File: src/rtl/rr_mux_scheduler.sv
// rtl/rr_mux_scheduler.sv - round-robin owner of a shared 4:1 mux, bursts bounded to MAX_BURST beats
module rr_mux_scheduler #(
  parameter int DW        = 2,
  parameter int MAX_BURST = 4
) (
  input  logic          clk,
  input  logic          rst,
  input  logic [3:0]    req,
  input  logic [DW-1:0] a,
  input  logic [DW-1:0] b,
  input  logic [DW-1:0] c,
  input  logic [DW-1:0] d,
  input  logic          out_ready,
  output logic [1:0]    sel,
  output logic [3:0]    gnt,
  output logic          out_valid,
  output logic [DW-1:0] y,
  output logic          busy
);

  localparam logic [0:0] IDLE  = 1'b0;
  localparam logic [0:0] GRANT = 1'b1;
  localparam logic [3:0] LAST_BEAT = 4'(MAX_BURST - 1);

  logic [0:0]    state;
  logic [1:0]    ptr;
  logic [3:0]    beat_cnt;
  logic [1:0]    winner;
  logic [1:0]    idx;
  logic [DW-1:0] mux_data;
  logic          burst_end;

  // Scan offsets from farthest to nearest so the requester closest to ptr wins.
  always_comb begin
    winner = ptr;
    idx    = ptr;
    for (int i = 3; i >= 0; i--) begin
      idx = ptr + 2'(i);
      if (req[idx]) winner = idx;
    end
  end

  always_comb begin
    mux_data = a;
    case (sel)
      2'd0: mux_data = a;
      2'd1: mux_data = b;
      2'd2: mux_data = c;
      2'd3: mux_data = d;
    endcase
  end

  assign busy      = (state == GRANT);
  assign out_valid = busy & req[sel];
  assign y         = out_valid ? mux_data : '0;
  assign burst_end = !req[sel] || (out_ready && (beat_cnt == LAST_BEAT));

  always_ff @(posedge clk) begin
    if (rst) begin
      state    <= IDLE;
      sel      <= 2'd0;
      gnt      <= 4'b0000;
      ptr      <= 2'd0;
      beat_cnt <= 4'd0;
    end else begin
      case (state)
        IDLE: begin
          if (|req) begin
            state    <= GRANT;
            sel      <= winner;
            gnt      <= 4'b0001 << winner;
            beat_cnt <= 4'd0;
          end
        end
        GRANT: begin
          // sel is left alone at burst end; ptr advances past the finished owner.
          if (burst_end) begin
            state <= IDLE;
            gnt   <= 4'b0000;
            ptr   <= sel + 2'd1;
          end else if (out_ready) begin
            beat_cnt <= beat_cnt + 4'd1;
          end
        end
      endcase
    end
  end

endmodule
File: config.mk
export PLATFORM = sky130hd
export DESIGN_NAME = rr_mux_scheduler
export DESIGN_NICKNAME = d
export VERILOG_FILES = /design/src/rtl/rr_mux_scheduler.sv
export SDC_FILE = /design/constraint.sdc
export NUM_CORES = 1
export LEC_CHECK = 0
export CAP_MARGIN = 10
export CORE_AREA = 3 3 51 44
export DETAILED_ROUTE_END_ITERATION = 8
export DIE_AREA = 0 0 54 47
export DONT_BUFFER_PORTS = 1
export GPL_ROUTABILITY_DRIVEN = 0
export PLACE_DENSITY = 0.64
export SLEW_MARGIN = 20
export SYNTH_ARGS = -nofsm -noshare
export SYNTH_HDL_FRONTEND = slang
export SYNTH_SLANG_ARGS = --single-unit
File: constraint.sdc
create_clock -name clk -period 3.3 [get_ports clk]
set_input_delay 0.495 -clock clk [delete_from_list [all_inputs] [get_ports clk]]
set_output_delay 0.495 -clock clk [all_outputs]
set_load 0.02 [all_outputs]
==> results of run 1 <==
## final timing paths
check	to	slack (ns)	depth (start not counted)
worst max-delay path	y[0]	0.97	6
worst max register to register	gnt[1]	1.42	5
worst min register to register	beat_cnt[2]	0.49	2
worst min-delay path	busy	0.28	1
## cell families (layout without fill, tap and decap cells)
kind of cell | count (synthesis) | in the layout
compound gates | 27 | 27
xor+xnor | 1 | 1
fa+ha+maj | 5 | 5
buf+inv | 8 | 11
flops | 13 | 13
mux | 3 | 3
simple gates | 38 | 38
## metal layers
metal	up-vias	wire length, um	track usage (%)	share of wire (%)
li1	347	-	-	-
met1	335	756	17.6	45
met5	-	0	0	0
met3	2	116	6.98	6.9
met2	23	805	23.4	48
met4	0	8	2.99	0.47
## synth_stat cells (2+ instances only)
| library cell | n | area, um^2 |
|---|---|---|
| nor2b_1 | 2 | 12.5 |
| o311a_1 | 2 | 20.0 |
| ha_1 | 5 | 62.6 |
| nand3_1 | 2 | 10.0 |
| dfxtp_1 | 13 | 260 |
| nor2_1 | 16 | 60.1 |
| nand2_1 | 5 | 18.8 |
| inv_1 | 6 | 22.5 |
| a21oi_1 | 10 | 50.1 |
| nand2b_1 | 5 | 31.3 |
| a22oi_1 | 2 | 15.0 |
| o21ai_0 | 2 | 10.0 |
| a222oi_1 | 2 | 20.0 |
| mux2i_1 | 2 | 20.0 |
## placed cells by master, fill, tap and decap left out, types with 2 or more instances in the layout
cell type | synthesis | final
nor2_1 | 16 | 16
dfxtp_1 | 13 | 13
a21oi_1 | 10 | 10
inv_1 | 6 | 6
nand2_1 | 5 | 5
nand2b_1 | 5 | 5
ha_1 | 5 | 5
clkbuf_4 | 0 | 3
a222oi_1 | 2 | 2
nor2b_1 | 2 | 2
a22oi_1 | 2 | 2
mux2i_1 | 2 | 2
o311a_1 | 2 | 2
nand3_1 | 2 | 2
o21ai_0 | 2 | 2
## registers in the layout, indices dropped and copies added, names as in the netlist
name and count:
busy 1, gnt 4, ptr 2, beat_cnt 4, sel 2
## stage by stage
step / hold WS, ns / instances / utilization [%]
2_1_floorplan: 0.454 / 95 / -
3_3_place_gp: 0.473 / 118 / 45.5
3_5_place_dp: 0.478 / 118 / 45.5
4_1_cts: 0.272 / 122 / 46.9
5_1_grt: 0.263 / 122 / 46.9
6_report: 0.281 / 122 / 46.9
## layout make-up
class	instances	area (um^2)	area share [%]
Multi-Input combinational cell	74	504	59.5
Sequential cell	13	260	30.7
Tap cell	24	30.0	3.55
Clock buffer	4	26.3	3.10
Inverter	7	26.3	3.10
## power by group through the flow
stage	Clock, W	Sequential, W	Combinational, W
after floorplan	0	0.000186	0.0000589
after global placement	0	0.000189	0.0000659
after detailed placement	0	0.000190	0.0000678
after CTS	0.000101	0.000186	0.0000685
after global routing	0.000108	0.000187	0.0000768
final	0.0000960	0.000186	0.0000677
==> results.ini, run 1 <==
[grt]
grt_pass1_wl_um=2590
grt_pass1_vias=617
overflow=0
grt_max_degree=13
antenna_found_initial=0
grt.total_usage_pct=14.4

[detailed_routing]
drt-initial-drc-count=19
wl_per_cell_um=13.8
antenna_left=0
drt_first_pass_iters=4
wl_um=1690
viasPerCell=5.80
drc_errors=0
vias=707

[pwr]
internal_power_w=0.000241
p_leak_nw=0.320
swShare_pct=30.9
power_w=0.000349
p_clk_share_pct=27.5
ir_worst_vdd_mv=0.259
power_density_nw_per_um2=412
p_sw_w=0.000108
power.share.combinational_pct=19.4
pwr-share-seq_pct=53.1

[worst_setup_path]
path_buf_inv=1
critPathTopFamily=flip-flops
setup.worst_path.end_class=output pin
slowest_delay_ns=0.59
path_cells=inv_1, ha_1, a222oi_1, nor2_1, a21oi_1, nor2_1
crit_type=register to output pin
crit_start=sel[0]
rr_startpoint=sel[0]
cp.required_ns=2.80
crit_fanout=7
critPathSlowestCell=dfxtp_1
worstPathArrival_ns=1.84
cpMostUsedCell=nor2_1
startpoint_type=register

[sta]
max_freq_mhz=428
post-route-min-period_ns=2.33
period_share_pct=70.7
final-setup-viol-count=0
worst_slew_pin_slew_ns=0.451
clock_skew_ns=0.00690
maxSlewHeadroom_pct=69.9
tns_ns=0
setup_slack_ns=0.965
hold_viol=0
rsz0062_at_grt=no
slew_violations=0

[clock_network]
h-tree-depth=1
hold_buffers=0
clockRootBuffer=clkbuf_4
tritoncts=built
cts.sinks=13
clk_latency_ns=0.27
cts.repair.resized=0
cts_max_path_buffers=2
cts_buffers=3
cts.clk_slew.worst_paths_ns=0.08
cts_setup_buffers=0

[logic_synthesis]
muxShareOfSynthArea_pct=5.35
synth_edf_count=0
ys_types=35
synthAdderAreaFrac_pct=7.87
yosys.area_share.simple_pct=23.9
async_reset_ff_share_pct=0
ys_seq_area_share_pct=32.8
ys_ff_latch=13
syn_area_um2=795
synth_compound_area_share_pct=25.2
syn_avg_cell_area_um2=8.36
synth_fp_nets=115
synth_flop_cell=dfxtp_1
synth_cells=95
synth-xor-area-share_pct=1.10
yosysWarnings=0
synth_top_family_by_area=compound AO/OA/AOI/OAI gates

[place]
dpl.hpwl_um=1310
pre_cts_ws_ns=1.27
io_buffers=0
dpl_cell_area_um2=821

[floorplan]
ios=25
die_area_um2=2540
die_h_um=47
core_um2=1800
initial_utilization_pct=44.0
rows=14
die_x_um=54

[cells_and_area]
drive_gt1_share_pct=12.2
fin_area_um2=847
final_nets=119
antenna_cells=0
syn_to_final_growth_pct=6.61
nFillCells=196

[status]
outcome=finished clean

[flow_run]
drv_cap=0

[hold_path]
hp-start=rst
hold_class=input pin to register

(Power assumes the default switching activity.)
==> run 2: changes to the inputs <==
- clock period: 3.3 -> 2.2 ns (I/O delays scaled with it)
==> results.ini, run 2 (same netlist as run 1, synthesis figures left out) <==
[status]
outcome=finished clean

[floorplan]
rows=14  ; unchanged
die_x_um=54  ; unchanged
die_area_um2=2540  ; unchanged
initial_utilization_pct=44.0  ; unchanged
ios=25  ; unchanged
die_h_um=47  ; unchanged
core_um2=1800  ; unchanged

[cells_and_area]
mostFrequentLayoutCells=16 x nor2_1, 13 x dfxtp_1, 10 x a21oi_1, 6 x inv_1
drive_gt1_share_pct=13.1  ; +0.89 points
final_common_cell=nor2_1
fin_area_um2=855  ; +0.89%
reg_top3=beat_cnt: 4 flops, gnt: 4 flops
antenna_cells=0  ; unchanged
syn_to_final_growth_pct=7.56
fin_util_pct=47.4  ; +0.42 points
final_nets=120  ; +0.84%

[hold_path]
hold_class=input pin to register
hp-start=rst
hold_path_end=sel[1]
holdPathStages=1  ; unchanged

[clock_network]
cts.clk_slew.worst_paths_ns=0.08  ; about the same
cts_buffers=3  ; unchanged
h-tree-depth=1  ; unchanged
cts.sinks=13  ; unchanged
cts_setup_buffers=0  ; unchanged
hold_buffers=0  ; unchanged
clk_latency_ns=0.27  ; about the same
clockRootBuffer=clkbuf_4
cts.repair.resized=0  ; unchanged
cts_max_path_buffers=2  ; unchanged
tritoncts=built

[grt]
grt_pass1_vias=648  ; +5.0%
grt.total_usage_pct=15.0  ; +0.54 points
grt_max_degree=13  ; unchanged
overflow=0  ; unchanged
grt_pass1_wl_um=2770  ; +6.9%
antenna_found_initial=0  ; unchanged

[worst_setup_path]
r2r_end=gnt[1]
crit_fanout=6  ; -1
setup.worst_path.end_class=output pin
worstPathArrival_ns=1.72  ; -0.12 ns
r2r_setup_slack_ns=0.52  ; -0.90 ns
crit_type=register to output pin
rr_startpoint=sel[0]
startpoint_type=register
cp.required_ns=1.87  ; -0.93 ns
rr_worst_depth=5  ; unchanged

[sta]
maxSlewHeadroom_pct=71.2  ; +1.3 points
tns_ns=0  ; unchanged
worst_slew_pin_slew_ns=0.431  ; -0.0200 ns
rsz0062_at_grt=no
clock_skew_ns=0.00349  ; -0.00341 ns
hold_viol=0  ; unchanged
period_share_pct=93.2
max_freq_mhz=488
holdWs_ns=0.113  ; -0.169 ns
post-route-min-period_ns=2.05
setup_slack_ns=0.149  ; -0.816 ns
final-setup-viol-count=0  ; unchanged
slew_violations=0  ; unchanged

[flow_run]
drv_cap=0  ; unchanged

[place]
dpl.hpwl_um=1240  ; -5.3%
pre_cts_ws_ns=0.453  ; -0.822 ns
dpl_cell_area_um2=828  ; +0.91%
io_buffers=0  ; unchanged

[detailed_routing]
antenna_left=0  ; unchanged
drt_first_pass_iters=4  ; unchanged
drc_errors=0  ; unchanged
viasPerCell=5.52  ; -4.7%
wl_um=1620  ; -3.7%
wl_per_cell_um=13.2  ; -4.5%
vias=679  ; -4.0%
drt-initial-drc-count=18  ; -1

[pwr]
internal_power_w=0.000364  ; +51%
swShare_pct=31.0  ; +0.097 points
p_clk_share_pct=27.8  ; +0.3 points
ir_worst_vdd_mv=0.376  ; +46%
power.share.combinational_pct=20.0  ; +0.6 points
p_leak_nw=0.326  ; +1.7%
p_sw_w=0.000163  ; +51%
power_density_nw_per_um2=617  ; +50%
pwr-share-seq_pct=52.3  ; -0.8 points

## run 2: power by group through the flow
stage	logic (W)	registers, W	clock network, W
2_1_floorplan	0.0000883	0.000279	0
3_3_place_gp	0.000103	0.000281	0
3_5_place_dp	0.000105	0.000282	0
4_1_cts	0.000106	0.000276	0.000151
5_1_grt	0.000118	0.000279	0.000161
6_report	0.000105	0.000275	0.000146
## run 2: critical path, stage by stage, from the launching register on
cell,delay (ns)
dfxtp_1,0.55
inv_1,0.12
ha_1,0.21
a222oi_1,0.26
nor2_1,0.08
a21oi_1,0.12
nor2_1,0.12
## run 2: area by class of cell
type                    count  area [um^2]
repair buffers              1         7.51
fillers                   178          950
multi-input cells          74          504
flip-flops and latches     13          260
well taps                  24         30.0
clock buffers               4         26.3
inverters                   7         26.3
## run 2: worst max path at each step
stage	from	end	slack, ns
floorplan	sel[0]	gnt[1]	0.45
global placement	sel[1]	y[0]	0.51
detailed placement	sel[1]	y[0]	0.45
CTS	sel[1]	y[0]	0.13
global route	sel[1]	y[0]	0.002
finish	sel[1]	y[0]	0.15
## run 2: stage by stage
step | total power (W) | cells
2_1_floorplan | 0.000367 | 95
3_3_place_gp | 0.000384 | 119
3_5_place_dp | 0.000386 | 119
4_1_cts | 0.000533 | 123
5_1_grt | 0.000558 | 123
6_report | 0.000527 | 123
## run 2: metal layers
| metal | vias to the layer above | part of all wire [%] | track usage, % |
|---|---|---|---|
| li1 | 349 | - | - |
| met1 | 308 | 46 | 19.1 |
| met2 | 20 | 45 | 23.2 |
| met3 | 2 | 8.6 | 6.98 |
| met4 | 0 | 0.37 | 3.48 |
| met5 | - | 0 | 0 |
